### src/rtl/sine_filt.sv
// 17-tap symmetric half-sine low-pass FIR, one sample per clock.
// Pipeline: delay line -> pre-add/multiply -> adder tree -> output register.
module sine_filt #(
   parameter int DW    = 18,
   parameter int CW    = 18,
   parameter int NTAPS = 17
) (
   input  logic                 clk,
   input  logic                 reset,
   input  logic signed [DW-1:0] x_in,
   output logic signed [DW-1:0] y
);

   localparam int NH = (NTAPS + 1) / 2;
   localparam int PW = DW + 1;
   localparam int MW = PW + CW;
   localparam int AW = 41;

   localparam logic signed [CW-1:0] H [NH] = '{
      18'sd1991, 18'sd3922, 18'sd5734, 18'sd7371, 18'sd8785,
      18'sd9931, 18'sd10776, 18'sd11293, 18'sd11466
   };

   logic signed [DW-1:0] d_q [NTAPS];
   logic signed [PW-1:0] pre [NH];
   logic signed [MW-1:0] p_d [NH];
   logic signed [MW-1:0] p_q [NH];
   logic signed [AW-1:0] acc_d;
   logic signed [AW-1:0] acc_q;
   logic signed [DW-1:0] y_q;
   logic                 unused_acc;

   // Symmetric taps share one multiplier; centre tap is used alone.
   always_comb begin
      for (int i = 0; i < NH; i++) begin
         pre[i] = '0;
         p_d[i] = '0;
      end
      for (int i = 0; i < NH - 1; i++) begin
         pre[i] = PW'(d_q[i]) + PW'(d_q[NTAPS-1-i]);
      end
      pre[NH-1] = PW'(d_q[NH-1]);
      for (int i = 0; i < NH; i++) begin
         p_d[i] = MW'(pre[i]) * MW'(H[i]);
      end
   end

   always_comb begin
      acc_d = '0;
      for (int i = 0; i < NH; i++) begin
         acc_d = acc_d + AW'(p_q[i]);
      end
   end

   always_ff @(posedge clk or negedge reset) begin
      if (!reset) begin
         for (int i = 0; i < NTAPS; i++) d_q[i] <= '0;
         for (int i = 0; i < NH; i++) p_q[i] <= '0;
         acc_q <= '0;
         y_q   <= '0;
      end else begin
         d_q[0] <= x_in;
         for (int i = 1; i < NTAPS; i++) d_q[i] <= d_q[i-1];
         for (int i = 0; i < NH; i++) p_q[i] <= p_d[i];
         acc_q <= acc_d;
         // Unity DC gain keeps the quotient inside 18 bits: no saturation.
         y_q   <= acc_q[34:17];
      end
   end

   assign unused_acc = ^{acc_q[AW-1:35], acc_q[16:0]};
   assign y          = y_q;

endmodule

### config.mk
export PLATFORM = sky130hd
export DESIGN_NAME = sine_filt
export DESIGN_NICKNAME = d
export VERILOG_FILES = /design/src/rtl/sine_filt.sv
export SDC_FILE = /design/constraint.sdc
export NUM_CORES = 2
export LEC_CHECK = 0
export ABC_AREA = 1
export BUFFER_PORTS_ARGS = -buffer_cell sky130_fd_sc_hd__buf_2
export CAP_MARGIN = 20
export CORE_ASPECT_RATIO = 0.8
export CORE_UTILIZATION = 40
export DETAILED_ROUTE_END_ITERATION = 8
export SLEW_MARGIN = 30
export SYNTH_ARGS = -nofsm -noshare
export SYNTH_HDL_FRONTEND = slang
export SYNTH_SLANG_ARGS = --single-unit
export TNS_END_PERCENT = 50
### constraint.sdc
create_clock -name clk -period 9 [get_ports clk]
set_input_delay 0.9 -clock clk [delete_from_list [all_inputs] [get_ports clk]]
set_output_delay 0.9 -clock clk [all_outputs]
set_load 0.02 [all_outputs]
# ---- After elaboration in Yosys (flattened, before gate mapping)
# Cells that the tools add are included.
dict set report word_totals {
  inputBits 20
  reg_bits 651
  word_cells 53
}
dict set report op_classes {
  addsub 16
  mul 9
}
# cell n
set ops {}
lappend ops {{18-bit by 18-bit adder with 19-bit output} 8}
lappend ops {{35-bit by 34-bit adder with 35-bit output} 4}
lappend ops {{19-bit by 15-bit multiplier with 34-bit output (second input constant)} 3}
lappend ops {{19-bit by 12-bit multiplier with 31-bit output (second input constant)} 3}
lappend ops {{34-bit by 33-bit adder with 35-bit output} 1}
lappend ops {{35-bit by 33-bit adder with 35-bit output} 1}
lappend ops {{33-bit by 33-bit adder with 34-bit output} 1}
lappend ops {{31-bit by 32-bit adder with 33-bit output} 1}
lappend ops {{19-bit by 14-bit multiplier with 33-bit output (second input constant)} 1}
lappend ops {{18-bit by 14-bit multiplier with 32-bit output (second input constant)} 1}
lappend ops {{19-bit by 13-bit multiplier with 32-bit output (second input constant)} 1}

# ---- Logic depth before layout (Yosys ltp)
dict set report depth {
  word_depth 8
  depth_mapped 37
  ltp_nobuf 37
}

# ---- Worst setup path before layout
# OpenSTA, ideal clock, no wires.
dict set report synth_timing {
  kind {register -> register}
  startpoint {register d_q[126] (netlist bit)}
  endpoint {register p_q[67] (netlist bit)}
  path_slack_ns 2.662
  required_ns 8.921
  synth_period_minus_slack_ns 6.338
  arrival_time_ns 6.259
  path_stages_with_launch 31
  path_buffers 0
  setup_ns 0.079
  path_cell_list {dfrtp_1 -> ha_1 -> fa_1 -> nand3_1 -> nand2_1 -> a21oi_1 -> o21ai_2 -> nand2_1 -> nand3_1 -> nand2_2 -> inv_2 -> ha_1 -> inv_1 -> fa_1 -> inv_1 -> ha_1 -> fa_1 -> fa_1 -> inv_1 -> fa_1 -> inv_1 -> ha_1 -> nand2_1 -> nor2_1 -> inv_1 -> nor3_1 -> nand3_1 -> nand3_1 -> a21oi_1 -> o21bai_1 -> xor2_1}
}
# item line_no
set synth_lines {}
lappend synth_lines {{from (decl)} 24} ;# logic signed [DW-1:0] d_q [NTAPS];
lappend synth_lines {{to (decl)} 27} ;# logic signed [MW-1:0] p_q [NH];

==> run summary <==
GRT Max-Usage Layer -> met1
Vias in the first global route -> 51498
Element type at the critical path start -> flop
H-tree levels -> 3
Synth warnings -> 0
Clk buf depth -> 3
Worst path required time -> 9.59 ns
Remaining Overflow, GRT -> 0
CORE AREA -> 177000 µm²
Clk pin slew, worst setup/hold paths -> 0.07 ns
Worst-skew pair later-pin latency -> 0.72 ns
# hold bufs at CTS -> 0
Max-Slew Margin vs Limit -> 29.0%
Fraction of registers with async set/reset -> 100%
Met2 Use GR -> 33.0%
DR WL/cell -> 20.7 µm
RSZ-0062 raised after global routing -> false
Met1 Track Usage GR -> 37.3%
Fmax -> 131 MHz
Syn Area/Cell -> 9.65 µm²
Die span in x -> 475 µm
Post-Route WL -> 206000 µm
Fin util -> 43.7%
Seq cells post-synth -> 632
I/O Buffers -> 37
Share of cells above drive strength 1 -> 3.18%
Die Ht -> 380 µm
Initial antenna violation count -> 13
Final hold viol count -> 0
PostCTS Resize Cnt -> 0
GRT Overall Usage -> 23.4%
Worst setup EP type -> flop
Root Buffer -> clkbuf_16
Status -> finished, final reports clean
First-pass GRT wire length -> 316000 µm
Syn Inst Count -> 7404
GPL Wtd Cong -> 0.960
Worst Hold Margin -> 0.155 ns
Kind of critical path -> reg2reg
Min Tclk post-route -> 7.61 ns
Total CTS buffers -> 74
Crit-path max cell delay -> 0.76 ns
Netlist area before placement -> 71400 µm²
CP delay by family, top -> adder cells
Initial Util -> 40.3%
Clock Skew -> 0.0637 ns
Fin. max-slew vios -> 0
Top_reg_cell synth -> dfrtp_1
Die area -> 180000 µm²
HPWL after DPL -> 182000 µm
Critical path fanouts, max -> 6
CTS sink cnt -> 632
I/O Pins -> 38
Tightest Hold Check Type -> in2async
Largest net degree at the start of global routing -> 162
DRC viols -> 0
Rows -> 138
Met3 Use GR -> 3.71%
WP buf/inv -> 7
Post-synth EDFFs -> 0
Post-route setup TNS -> 0 ns
# setup viols final -> 0
Detail Route Antenna Nets -> 0
Placed Instances -> 9826
WP data arrival -> 8.20 ns
Via count -> 49651
Postcts setup bufs -> 0
MaxCap Viol Count -> 0
Syn nets -> 9526
Slowest CP cell -> xor2_1
Distinct cells, synth -> 60
1st-iter DRT viols -> 3888
Most used cell, CP -> inv_1
Nets@finish -> 9646
Router iterations before antenna repair -> 6
Vias/cell -> 4.98
Worst Tran Pin Value -> 1.06 ns
Final Cycle Share -> 84.5%
Layout Cells excl Fill -> 9963
Synth-to-Final Area Change -> 8.44%
Seq/Total Area, Yosys -> 22.1%
CTS tree -> done
layout by cell type, fill, tap and decap left out, types with 6 or more instances in the layout:
cell | synthesis | layout
a211oi_1 | 7 | 7
a21boi_0 | 8 | 8
a21boi_1 | 7 | 7
a21o_1 | 54 | 54
a21oi_1 | 412 | 412
a221oi_1 | 6 | 6
a31o_2 | 6 | 6
a31oi_1 | 43 | 43
buf_2 | 4 | 36
buf_4 | 0 | 9
bufinv_16 | 0 | 12
clkbuf_1 | 0 | 10
clkbuf_16 | 0 | 74
clkinv_2 | 0 | 8
clkinvlp_4 | 0 | 8
dfrtp_1 | 632 | 632
fa_1 | 973 | 973
ha_1 | 1129 | 1129
inv_1 | 1897 | 1897
nand2_1 | 860 | 860
nand2_2 | 15 | 15
nand3_1 | 190 | 190
nand3b_1 | 6 | 6
nand4_1 | 48 | 48
nor2_1 | 275 | 275
nor3_1 | 54 | 54
nor4_1 | 18 | 18
o2111ai_1 | 6 | 6
o211ai_1 | 18 | 18
o21a_1 | 24 | 24
o21ai_0 | 175 | 175
o21ai_1 | 22 | 22
o21bai_1 | 36 | 36
o31ai_1 | 11 | 11
xnor2_1 | 118 | 115
xor2_1 | 288 | 280
xor2_2 | 2 | 10
synthesized netlist by cell type (7+ instances only):
cell	number	area (µm²)
a211oi_1	7	52.6
nand2_2	15	93.8
o21a_1	24	180
o211ai_1	18	135
nand4_1	48	300
o21ai_0	175	876
fa_1	973	19500
o21bai_1	36	270
nor2_1	275	1030
a21boi_0	8	60.1
nand3_1	190	951
ha_1	1129	14100
xor2_1	288	2520
a21oi_1	412	2060
a21boi_1	7	52.6
inv_1	1897	7120
nand2_1	860	3230
o21ai_1	22	110
o31ai_1	11	82.6
nor4_1	18	113
a21o_1	54	405
xnor2_1	118	1030
nor3_1	54	270
a31oi_1	43	269
dfrtp_1	632	15800
state kept, by name, indices dropped and copies added (netlist names):
| name | flops |
|---|---|
| y | 18 |
| d_q | 306 |
| acc_q | 18 |
| p_q | 290 |
metal layers:
metal / routed length [µm] / share of wire (%)
met3: 13500 / 6.6
met4: 3780 / 1.8
met1: 106000 / 51
met5: 27 / 0.013
met2: 82900 / 40
stage by stage:
step	area [µm²]	setup slack (ns)
after detailed placement	74700	1.64
after global routing	77500	0.866
final	77500	1.39
after floorplan	71400	2.66
after CTS	77400	1.53
after global placement	74700	1.60
logic make-up (layout without fill, tap and decap cells):
family,after synthesis,after routing,synth area share [%]
flops,632,632,22.1
other cells,0,4,0
simple gates,1491,1491,8.75
compound gates,862,862,6.95
buf+inv,1906,2081,10.1
mux,1,1,0.0158
xor+xnor,409,409,5.05
fa+ha+maj,2103,2103,47.0
final timing paths:
path / depth (start not counted) / from / slack [ns] / end
min reg2reg: 0 / acc_q[28]$_DFF_PN0_ / 0.34 / y[11]$_DFF_PN0_
min: 1 / reset / 0.15 / d_q[32]$_DFF_PN0_
max in group asynchronous: 3 / reset / 6.90 / y[16]$_DFF_PN0_
max: 27 / d_q[34]$_DFF_PN0_ / 1.39 / p_q[288]$_DFF_PN0_
max reg2reg: 27 / d_q[34]$_DFF_PN0_ / 1.39 / p_q[288]$_DFF_PN0_
min in group clk: 1 / x_in[1] / 0.29 / d_q[289]$_DFF_PN0_
layout make-up:
type                    count  area (µm²)
multi-input cells        4866       48500
flip-flops and latches    632       15800
clock buffers              89        1960
diodes                      4        10.0
repair buffers             51         369
inverters                1899        7130
fillers                 17163       99700
clock inverters            42         693
well taps                2380        2980
worst reg2reg max path, cell delays in order (launching register included):
cell	delay [ns]
dfrtp_1	0.39
ha_1	0.41
inv_1	0.12
nor3_1	0.26
nor3b_1	0.53
nand4_1	0.16
nand3_1	0.12
xor2_1	0.76
inv_1	0.41
ha_1	0.42
inv_1	0.08
fa_1	0.48
inv_1	0.05
fa_1	0.51
fa_1	0.50
inv_1	0.05
fa_1	0.48
inv_1	0.04
ha_1	0.34
nand2_1	0.12
nor2_1	0.17
inv_1	0.06
nor3_1	0.20
nand4_1	0.12
nand3_1	0.20
a21oi_1	0.13
o21ai_0	0.21
xor2_1	0.17
Power is not shown: default switching activity piles up to over one toggle a cycle in this logic, so the estimate is an artifact.
